==> config.mk <==
export PLATFORM = sky130hd
export DESIGN_NAME = uart_prog_loader
export DESIGN_NICKNAME = d
export VERILOG_FILES = /design/src/rtl/uart_prog_loader_pkg.sv /design/src/rtl/uart_rx.sv /design/src/rtl/uart_prog_loader.sv
export SDC_FILE = /design/constraint.sdc
export NUM_CORES = 1
export LEC_CHECK = 0
export BUFFER_PORTS_ARGS = -buffer_cell sky130_fd_sc_hd__clkbuf_2
export CAP_MARGIN = 20
export CORE_MARGIN = 3
export CORE_UTILIZATION = 60
export DETAILED_ROUTE_END_ITERATION = 12
export PLACE_DENSITY = 0.88
export SLEW_MARGIN = 20
export SYNTH_ARGS = -nofsm -noshare
export SYNTH_HDL_FRONTEND = slang
export SYNTH_SLANG_ARGS = --single-unit
==> constraint.sdc <==
create_clock -name clk -period 7.99 [get_ports clk]
set_clock_uncertainty 0.1 [all_clocks]
set_input_delay 1.1985 -clock clk [delete_from_list [all_inputs] [get_ports clk]]
set_output_delay 1.1985 -clock clk [all_outputs]
set_load 0.01 [all_outputs]
==> src/rtl/uart_prog_loader_pkg.sv <==
// Shared constants for the UART program loader: frame header bytes and FSM encodings.
// Imported by the RX front end and the frame FSM so both agree on encodings.
package uart_prog_loader_pkg;

  localparam logic [7:0] HDR_INSTR = 8'hA5;
  localparam logic [7:0] HDR_DATA  = 8'h5A;

  typedef enum logic [2:0] {
    IDLE,
    CNT_LO,
    CNT_HI,
    DATA,
    WRITE,
    DONE,
    ERR
  } ld_state_t;

  typedef enum logic [1:0] {
    RX_IDLE,
    RX_START,
    RX_BITS,
    RX_STOP
  } rx_state_t;

endpackage

==> src/rtl/uart_rx.sv <==
// 8N1 UART receiver with a 2-flop synchroniser; byte_valid pulses at the mid-point of the stop bit.
// No backpressure: every good byte is presented for exactly one cycle and must be consumed then.
module uart_rx
  import uart_prog_loader_pkg::*;
#(
  parameter int CLKS_PER_BIT = 868
) (
  input  logic       clk,
  input  logic       reset,
  input  logic       rx_in,
  output logic [7:0] rx_byte,
  output logic       byte_valid,
  output logic       framing_err
);

  localparam int CNT_W = $clog2(CLKS_PER_BIT);
  localparam logic [CNT_W-1:0] HALF_LAST = CNT_W'(CLKS_PER_BIT / 2 - 1);
  localparam logic [CNT_W-1:0] FULL_LAST = CNT_W'(CLKS_PER_BIT - 1);

  logic [1:0]       sync;
  logic             rx_s;
  logic             rx_prev;
  rx_state_t        state, state_nxt;
  logic [CNT_W-1:0] cnt, cnt_nxt;
  logic [2:0]       idx, idx_nxt;
  logic [7:0]       shreg, shreg_nxt;
  logic             vld_nxt, ferr_nxt;

  assign rx_s    = sync[1];
  assign rx_byte = shreg;

  // Synchroniser and edge-detect history reset to the idle (high) line level.
  always_ff @(posedge clk or posedge reset) begin
    if (reset) begin
      sync        <= 2'b11;
      rx_prev     <= 1'b1;
      state       <= RX_IDLE;
      cnt         <= '0;
      idx         <= '0;
      shreg       <= '0;
      byte_valid  <= 1'b0;
      framing_err <= 1'b0;
    end else begin
      sync        <= {sync[0], rx_in};
      rx_prev     <= rx_s;
      state       <= state_nxt;
      cnt         <= cnt_nxt;
      idx         <= idx_nxt;
      shreg       <= shreg_nxt;
      byte_valid  <= vld_nxt;
      framing_err <= ferr_nxt;
    end
  end

  always_comb begin
    state_nxt = state;
    cnt_nxt   = cnt;
    idx_nxt   = idx;
    shreg_nxt = shreg;
    vld_nxt   = 1'b0;
    ferr_nxt  = 1'b0;
    case (state)
      RX_IDLE: begin
        cnt_nxt = '0;
        if (rx_prev && !rx_s) state_nxt = RX_START;
      end
      RX_START: begin
        if (cnt == HALF_LAST) begin
          cnt_nxt   = '0;
          idx_nxt   = '0;
          // A start bit that has gone high again by mid-bit was noise.
          state_nxt = rx_s ? RX_IDLE : RX_BITS;
        end else begin
          cnt_nxt = cnt + 1'b1;
        end
      end
      RX_BITS: begin
        if (cnt == FULL_LAST) begin
          cnt_nxt   = '0;
          shreg_nxt = {rx_s, shreg[7:1]};
          idx_nxt   = idx + 1'b1;
          if (idx == 3'd7) state_nxt = RX_STOP;
        end else begin
          cnt_nxt = cnt + 1'b1;
        end
      end
      RX_STOP: begin
        if (cnt == FULL_LAST) begin
          cnt_nxt   = '0;
          state_nxt = RX_IDLE;
          vld_nxt   = rx_s;
          ferr_nxt  = !rx_s;
        end else begin
          cnt_nxt = cnt + 1'b1;
        end
      end
      default: state_nxt = RX_IDLE;
    endcase
  end

endmodule

==> src/rtl/uart_prog_loader.sv <==
// Frame FSM that loads instruction/data memory from UART frames while holding the CPU in reset.
// Write strobe lands one cycle after the 4th byte of a word; no backpressure, RX spacing covers the write cycle.
module uart_prog_loader
  import uart_prog_loader_pkg::*;
#(
  parameter int CLKS_PER_BIT = 868,
  parameter int TIMEOUT_CYC  = 10_000_000,
  parameter int ADDR_W       = 14
) (
  input  logic              clk,
  input  logic              reset,
  input  logic              uart_rx_i,
  input  logic              load_en,
  output logic              cpu_hold,
  output logic              mem_we,
  output logic              mem_sel,
  output logic [ADDR_W-1:0] mem_addr,
  output logic [31:0]       mem_wdata,
  output logic              load_done,
  output logic              load_err
);

  localparam int TO_W = $clog2(TIMEOUT_CYC + 1);
  localparam logic [TO_W-1:0] TO_LAST = TO_W'(TIMEOUT_CYC - 1);

  logic [7:0]        rx_byte;
  logic              byte_valid;
  logic              framing_err;

  ld_state_t         state, state_nxt;
  logic [15:0]       n_words, n_words_nxt;
  logic [15:0]       word_cnt, word_cnt_nxt;
  logic [15:0]       word_cnt_inc;
  logic [1:0]        byte_idx, byte_idx_nxt;
  logic [23:0]       word_asm, word_asm_nxt;
  logic [ADDR_W-1:0] wptr, wptr_nxt;
  logic [TO_W-1:0]   to_cnt, to_cnt_nxt;
  logic              sel_nxt, err_nxt;
  logic [ADDR_W-1:0] addr_nxt;
  logic [31:0]       wdata_nxt;
  logic              counting, timeout;

  uart_rx #(
    .CLKS_PER_BIT(CLKS_PER_BIT)
  ) u_rx (
    .clk        (clk),
    .reset      (reset),
    .rx_in      (uart_rx_i),
    .rx_byte    (rx_byte),
    .byte_valid (byte_valid),
    .framing_err(framing_err)
  );

  // Strobes decode straight from state so reset clears them asynchronously.
  assign cpu_hold  = (state == CNT_LO) || (state == CNT_HI) || (state == DATA) || (state == WRITE);
  assign mem_we    = (state == WRITE);
  assign load_done = (state == DONE);

  assign counting     = (state == CNT_LO) || (state == CNT_HI) || (state == DATA);
  assign timeout      = counting && !byte_valid && (to_cnt == TO_LAST);
  assign to_cnt_nxt   = (byte_valid || !counting) ? '0 : to_cnt + 1'b1;
  assign word_cnt_inc = word_cnt + 16'd1;

  always_ff @(posedge clk or posedge reset) begin
    if (reset) begin
      state     <= IDLE;
      n_words   <= '0;
      word_cnt  <= '0;
      byte_idx  <= '0;
      word_asm  <= '0;
      wptr      <= '0;
      to_cnt    <= '0;
      mem_sel   <= 1'b0;
      mem_addr  <= '0;
      mem_wdata <= '0;
      load_err  <= 1'b0;
    end else begin
      state     <= state_nxt;
      n_words   <= n_words_nxt;
      word_cnt  <= word_cnt_nxt;
      byte_idx  <= byte_idx_nxt;
      word_asm  <= word_asm_nxt;
      wptr      <= wptr_nxt;
      to_cnt    <= to_cnt_nxt;
      mem_sel   <= sel_nxt;
      mem_addr  <= addr_nxt;
      mem_wdata <= wdata_nxt;
      load_err  <= err_nxt;
    end
  end

  always_comb begin
    state_nxt    = state;
    n_words_nxt  = n_words;
    word_cnt_nxt = word_cnt;
    byte_idx_nxt = byte_idx;
    word_asm_nxt = word_asm;
    wptr_nxt     = wptr;
    sel_nxt      = mem_sel;
    addr_nxt     = mem_addr;
    wdata_nxt    = mem_wdata;
    err_nxt      = load_err;
    case (state)
      IDLE: begin
        if (byte_valid && load_en && (rx_byte == HDR_INSTR || rx_byte == HDR_DATA)) begin
          state_nxt = CNT_LO;
          sel_nxt   = (rx_byte == HDR_DATA);
          err_nxt   = 1'b0;
        end
      end
      CNT_LO, CNT_HI, DATA, WRITE: begin
        if (!load_en || framing_err || timeout) begin
          state_nxt = ERR;
        end else begin
          case (state)
            CNT_LO: begin
              if (byte_valid) begin
                n_words_nxt[7:0] = rx_byte;
                state_nxt        = CNT_HI;
              end
            end
            CNT_HI: begin
              if (byte_valid) begin
                n_words_nxt  = {rx_byte, n_words[7:0]};
                wptr_nxt     = '0;
                byte_idx_nxt = '0;
                word_cnt_nxt = '0;
                state_nxt    = ({rx_byte, n_words[7:0]} == 16'd0) ? DONE : DATA;
              end
            end
            DATA: begin
              if (byte_valid) begin
                byte_idx_nxt = byte_idx + 1'b1;
                case (byte_idx)
                  2'd0: word_asm_nxt[7:0]   = rx_byte;
                  2'd1: word_asm_nxt[15:8]  = rx_byte;
                  2'd2: word_asm_nxt[23:16] = rx_byte;
                  default: begin
                    // Output registers only move here, so they hold between strobes.
                    addr_nxt  = wptr;
                    wdata_nxt = {rx_byte, word_asm};
                    state_nxt = WRITE;
                  end
                endcase
              end
            end
            default: begin
              wptr_nxt     = wptr + 1'b1;
              word_cnt_nxt = word_cnt_inc;
              state_nxt    = (word_cnt_inc == n_words) ? DONE : DATA;
            end
          endcase
        end
      end
      DONE: state_nxt = IDLE;
      ERR: begin
        err_nxt   = 1'b1;
        state_nxt = IDLE;
      end
      default: state_nxt = IDLE;
    endcase
  end

endmodule

==> results of run 1 <==
-- flip-flops by register name, summed over array words and instances, names as in the netlist, 2 cells and up, named ones only --
signal	flops
u_rx.sync	2
wptr	14
word_cnt	16
state	3
to_cnt	24
u_rx.cnt	10
word_asm	24
n_words	16
byte_idx	2
u_rx.idx	3
mem_addr	14
mem_wdata	32
u_rx.rx_byte	8
-- cells by family (layout without fill, tap and decap cells) --
kind of cell | count (synthesis) | after routing | synth area share
simple gates | 247 | 247 | 0.153
flops | 175 | 175 | 0.538
mux | 99 | 99 | 0.136
compound gates | 72 | 72 | 0.0599
xor+xnor | 61 | 61 | 0.0673
buf+inv | 53 | 106 | 0.0281
fa+ha+maj | 11 | 11 | 0.0169
-- area by class of cell --
class	instances	area (µm²)
well taps	172	215
flip-flops and latches	175	4380
inverters	18	72.6
multi-input cells	490	3550
clock buffers	22	484
repair buffers	56	289
clock inverters	10	98.8
fillers	887	3840
-- Yosys cell counts (2+ instances only) --
| library cell | number | area, µm² |
|---|---|---|
| buf_1 | 3 | 11.3 |
| a21o_1 | 2 | 15.0 |
| a22o_1 | 3 | 26.3 |
| inv_1 | 18 | 67.6 |
| o41ai_1 | 2 | 17.5 |
| nor4bb_1 | 2 | 20.0 |
| o211ai_1 | 2 | 15.0 |
| o31a_1 | 2 | 17.5 |
| dfrtp_1 | 172 | 4300 |
| nand4_1 | 13 | 81.3 |
| or4_1 | 3 | 22.5 |
| nor3b_1 | 3 | 22.5 |
| nor2b_1 | 5 | 31.3 |
| clkbuf_1 | 18 | 67.6 |
| o31ai_1 | 4 | 30.0 |
| and2_1 | 7 | 43.8 |
| dfstp_2 | 3 | 78.8 |
| and3_1 | 15 | 93.8 |
| nand2_1 | 45 | 169 |
| nand4b_1 | 2 | 17.5 |
| nand3_1 | 27 | 135 |
| mux2_2 | 95 | 1070 |
| nand2b_1 | 4 | 25.0 |
| or3_1 | 6 | 37.5 |
| xor2_1 | 24 | 210 |
| ha_1 | 11 | 138 |
| a21oi_1 | 11 | 55.1 |
| xnor2_1 | 36 | 315 |
| mux2i_1 | 4 | 40.0 |
| o21a_1 | 2 | 15.0 |
| a31oi_1 | 5 | 31.3 |
| nor2_1 | 73 | 274 |
| nor3_1 | 14 | 70.1 |
| buf_2 | 12 | 60.1 |
| nor4_1 | 14 | 87.6 |
| o21ai_0 | 23 | 115 |
| buf_6 | 2 | 22.5 |
| and4_1 | 8 | 70.1 |
| o22ai_1 | 2 | 12.5 |
-- through the flow --
step / area [µm²] / worst slack (ps) / total power [mW]
global placement: 8500 / 4610 / 1.28
floorplan: 8150 / 1950 / 1.23
detailed placement: 8500 / 4460 / 1.29
global route: 9090 / 4190 / 2.18
finish: 9090 / 4430 / 2.09
CTS: 9080 / 4510 / 2.10
-- power groups by stage --
stage	Clock, mW	Combinational (mW)	Sequential (mW)
floorplan	0	0.237	0.989
global placement	0	0.264	1.01
detailed placement	0	0.277	1.02
CTS	0.820	0.280	1.00
global route	0.857	0.316	1.01
finish	0.809	0.281	1.00
-- layer usage --
layer | global-route usage | wire [µm] | vias up
met5 | 0 | 0 | -
met4 | 0.115 | 458 | 0
met3 | 0.0530 | 855 | 42
met2 | 0.395 | 8460 | 209
met1 | 0.329 | 7640 | 2815
li1 | - | - | 2606
-- worst max-delay path, stage by stage (launching register included) --
cell and delay, ps:
dfrtp_1 610, nor2_1 160, or3_1 720, o31ai_4 1020
nor2_1 480, a21oi_1 240, mux2i_1 100
-- path summary, 6_finish.rpt --
check / endpoint / start
setup / recovery: word_cnt[11] / state[0]
hold / removal: u_rx.sync[1] / u_rx.sync[0]
setup reg to reg: word_cnt[11] / state[0]
hold reg to reg: u_rx.sync[1] / u_rx.sync[0]
max in group asynchronous: word_cnt[1] / reset
min in group asynchronous: to_cnt[13] / reset
-- cell usage in the layout, fill, tap and decap left out, drive strengths merged, types with 14 or more instances in the layout --
master	n
dfrtp	172
mux2	95
clkbuf	76
nor2	73
nand2	46
xnor2	36
nand3	27
xor2	24
o21ai	24
inv	22
and3	15
nor3	14
nor4	14
==> out/metrics.cfg, run 1 <==
[outcome]
status = completed

[power_and_ir_drop]
p_sw_mw = 0.594
p_int_mw = 1.50
p_comb_frac = 0.134
p_leak_nw = 4.38
p_sw_frac = 0.284
ir_drop_v = 0.000125
powerDensity_nw_per_um2 = 230
p_seq_frac = 0.479
p_clk_frac = 0.387

[worst_setup_path]
critPathRequiredTime_ps = 8190
reg2reg_slack_ps = 4430
start_kind = flop
worstPathMaxFanout = 26
cp.arrival_ps = 3760
r2r_cells = 6
critPathCaptureType = flop
critPathKind = reg2reg

[timing]
fin_tns_setup_ps = 0
final.period_utilization = 0.445
tightest_slew_ps = 1050
setup_viol = 0
hold_violations = 0
relSlewSlack = 0.302
min_period_ps = 3560
rsz0062_at_grt = false
maxSlewViolCount = 0
hold_ws_ps = 264
fmax_mhz = 281

[global_route]
antenna_found_initial = 0
grt_pass1_vias = 5800
grt-ovfl-total = 0
grt.total_usage = 0.248
grt_max_degree = 96
grt_pass1_wl_mm = 29.0

[min_path]
worst_hold_path.num_cells = 0
min-delay-path-class = reg2reg

[floorplanning]
die_h_um = 123
io_pins = 55
floorplan.initialDensity = 0.630
die_width_um = 123
die-area_um2 = 15000
rows = 41
design.core.area_um2 = 12900

[clock_network]
cts_buffers = 17
htree_levels = 4
insertion_delay_ps = 430
ctsHoldBuffers = 0
clock_sinks = 175
clock-root-buffer = clkbuf_16
clk_path_buf_depth = 2
cts_resized = 0
cts_tree = yes
cts_setup_buffers = 0
cts.reportedPaths.clkPinSlew_ps = 60

[routing]
drtIter0Drc = 568
ant_nets = 0
viasPerCell = 6.01
drt_first_pass_iters = 5
wl_mm = 17.4
wl_per_cell_um = 18.5
drcViolationCount = 0
vias = 5672

[logic_synthesis]
synthFlopType = dfrtp_1
synth_seq_cells = 175
synth_area_per_cell_um2 = 11.3
syn_area_um2 = 8150
synth-edff-count = 0
ys_warn_count = 0
synthArstFlopShare = 1.00
yosysSeqAreaShare = 0.538
synthDistinctLibCells = 60
synth_fp_nets = 733
syn_inst = 718

[layout]
fin_nets = 773
drive_gt1_frac = 0.250
layout.cells.non_filler = 943
antenna_cells = 0
syn_to_final_growth_pct = 11.6
final_util = 0.703

[placement]
port_buffers = 54
dp.cells = 911
hpwl_mm = 11.7
gp_congestion = 0.891

[flow_run]
cap_violations = 0

Note: power is estimated with default switching activity, not from simulation.
==> run 2, diff against run 1 <==
- CORE_UTILIZATION: 60 -> 55
- PLACE_DENSITY: 0.88 -> 0.85
- clock period: 7.99 -> 2.9 ns (I/O delays scaled with it)
==> run 2 against run 1 <==
First-iteration DRC count is 43% lower. Die area up 8.6%. Via count is 0.32% higher. Sequential share of layout area down 0.62 points. Cell count is 2.1% higher. Worst hold slack got worse by 250 ps. Core utilization down 5.5 points. Register-to-register slack worse by 3900 ps.
==> out/metrics.cfg, run 2 (synthesis gave the netlist of run 1 again) <==
[global_route]
antenna_found_initial = 0  ; unchanged
grt_pass1_wl_mm = 29.9  ; was 29.0 mm
grt.total_usage = 0.230  ; was 0.248
grt_max_degree = 70  ; was 96
grt-ovfl-total = 0  ; unchanged
grt_pass1_vias = 5862  ; was 5800

[floorplanning]
floorplan.initialDensity = 0.573  ; was 0.630
die_width_um = 128  ; was 123 µm
io_pins = 55  ; unchanged
design.core.area_um2 = 14200  ; was 12900 µm²
rows = 43  ; was 41
die_h_um = 128  ; was 123 µm
die-area_um2 = 16300  ; was 15000 µm²

[layout]
fin_area_um2 = 9210  ; was 9090 µm²
largest_reg_flops = 32  ; unchanged
layout_common_cells = 172 x dfrtp_1, 95 x mux2_2, 73 x nor2_1  ; unchanged
top_register = mem_wdata  ; unchanged
final_util = 0.648  ; was 0.703
fillers = 1062  ; was 887
syn_to_final_growth_pct = 13.0  ; was 11.6%
layout_commonest_cell = dfrtp_1  ; unchanged
fin_nets = 785  ; was 773
reg.largest.list = mem_wdata: 32 flops, to_cnt: 24 flops, word_asm: 24 flops  ; unchanged
antenna_cells = 0  ; unchanged
drive_gt1_frac = 0.261  ; was 0.250

[routing]
drcViolationCount = 0  ; unchanged
vias = 5690  ; was 5672
wl_mm = 17.8  ; was 17.4 mm
drtIter0Drc = 323  ; was 568
wl_per_cell_um = 18.5  ; about the same
viasPerCell = 5.91  ; was 6.01
drt_first_pass_iters = 6  ; was 5
ant_nets = 0  ; unchanged

[timing]
relSlewSlack = 0.421  ; was 0.302
fin_tns_setup_ps = 0  ; unchanged
tightest_slew_ps = 866  ; was 1050 ps
maxSlewViolCount = 0  ; unchanged
final.period_utilization = 0.828  ; was 0.445
setup_viol = 0  ; unchanged
min_period_ps = 2400  ; was 3560 ps
hold_violations = 0  ; unchanged
fmax_mhz = 416  ; was 281 MHz
rsz0062_at_grt = false  ; unchanged

[clock_network]
cts_tree = yes  ; unchanged
clock_sinks = 175  ; unchanged
cts_buffers = 17  ; unchanged
insertion_delay_ps = 430  ; about the same
cts_resized = 0  ; unchanged
cts.reportedPaths.clkPinSlew_ps = 70  ; was 60 ps
htree_levels = 4  ; unchanged
clk_path_buf_depth = 2  ; unchanged
cts_setup_buffers = 0  ; unchanged
ctsHoldBuffers = 1  ; was 0
clock-root-buffer = clkbuf_16  ; unchanged

[min_path]
min-delay-path-class = in2async  ; was reg2reg

[placement]
gp_congestion = 0.907  ; was 0.891
port_buffers = 54  ; unchanged
hpwl_mm = 12.4  ; was 11.7 mm
dpl-instance-area_um2 = 8610  ; was 8500 µm²

[worst_setup_path]
critical_path.max_stage_delay_ps = 460  ; was 1020 ps
reg2reg_slack_ps = 500  ; was 4430 ps
timing.rr.end = state[1]  ; was word_cnt[11]
r2r-start = word_cnt[0]  ; was state[0]
path_buf_inv = 0  ; unchanged
cpMaxStageDelayCell = dfrtp_1  ; was o31ai_4
start_kind = flop  ; unchanged
r2r_cells = 7  ; was 6
cp.arrival_ps = 2600  ; was 3760 ps
critPathCaptureType = flop  ; unchanged
worstPathMaxFanout = 6  ; was 26
critPathKind = reg2reg  ; unchanged
crit_chain = ha_1 > xnor2_1 > o211ai_1 > a2111o_1 > nor4_1 > a41o_1 > o21ai_0  ; was nor2_1 > or3_1 > o31ai_4 > nor2_1 > a21oi_1 > mux2i_1
worst_path_dominant_cell_family = compound AO/OA/AOI/OAI gates  ; was simple AND/OR/NAND/NOR gates
critPathRequiredTime_ps = 3090  ; was 8190 ps

[flow_run]
cap_violations = 0  ; unchanged

[power_and_ir_drop]
powerDensity_nw_per_um2 = 637  ; was 230 nW/µm²
p_leak_nw = 4.44  ; was 4.38 nW
ir_drop_v = 0.000447  ; was 0.000125 V

[outcome]
status = completed  ; unchanged

run 2: area by class of cell:
class                   instances  area [µm²]  share of cell area
clock buffers                  18         429              0.0466
flip-flops and latches        175        4380               0.476
repair buffers                 68         403              0.0438
multi-input cells             490        3540               0.385
inverters                      18        71.3             0.00775
clock inverters                14         155              0.0169
well taps                     180         225              0.0245
run 2: per-stage QoR:
stage	total power [mW]	instances	hold slack, ps	setup WS [ps]
2_1_floorplan	3.38	718	245	129
3_3_place_gp	3.55	930	248	546
3_5_place_dp	3.61	930	252	510
4_1_cts	5.88	963	25.8	495
5_1_grt	6.13	963	49.2	355
6_report	5.86	963	9.51	497
run 2: routing by layer:
layer / up-vias / track usage / routed length [µm] / share of wire
met5: - / 0 / 0 / 0
met3: 31 / 0.0500 / 874 / 0.049
li1: 2634 / - / - / -
met4: 0 / 0.0811 / 272 / 0.015
met2: 182 / 0.382 / 8900 / 0.50
met1: 2843 / 0.300 / 7740 / 0.43
run 2: power by group:
group	internal (mW)	total [mW]	switching, mW
Sequential	2.57	2.75	0.188
Combinational	0.307	0.821	0.514
Clock	1.29	2.29	1.00
Total	4.16	5.86	1.70
run 2: worst register-to-register path: stages, from the launching register on:
cell and delay (ps):
dfrtp_1 460, ha_1 360, xnor2_1 170, o211ai_1 110
a2111o_1 400, nor4_1 280, a41o_1 270, o21ai_0 130
run 2: how the worst max path moves through the flow:
stage	start	end	slack (ps)	depth (start not counted)
detailed placement	word_cnt[0]	state[1]	510	7
CTS	word_cnt[0]	state[1]	500	7
floorplan	reset	asynchronous set/reset pin	130	1
finish	word_cnt[0]	state[1]	500	7
global placement	word_cnt[0]	state[1]	550	7
global route	state[1]	word_cnt[8]	360	6
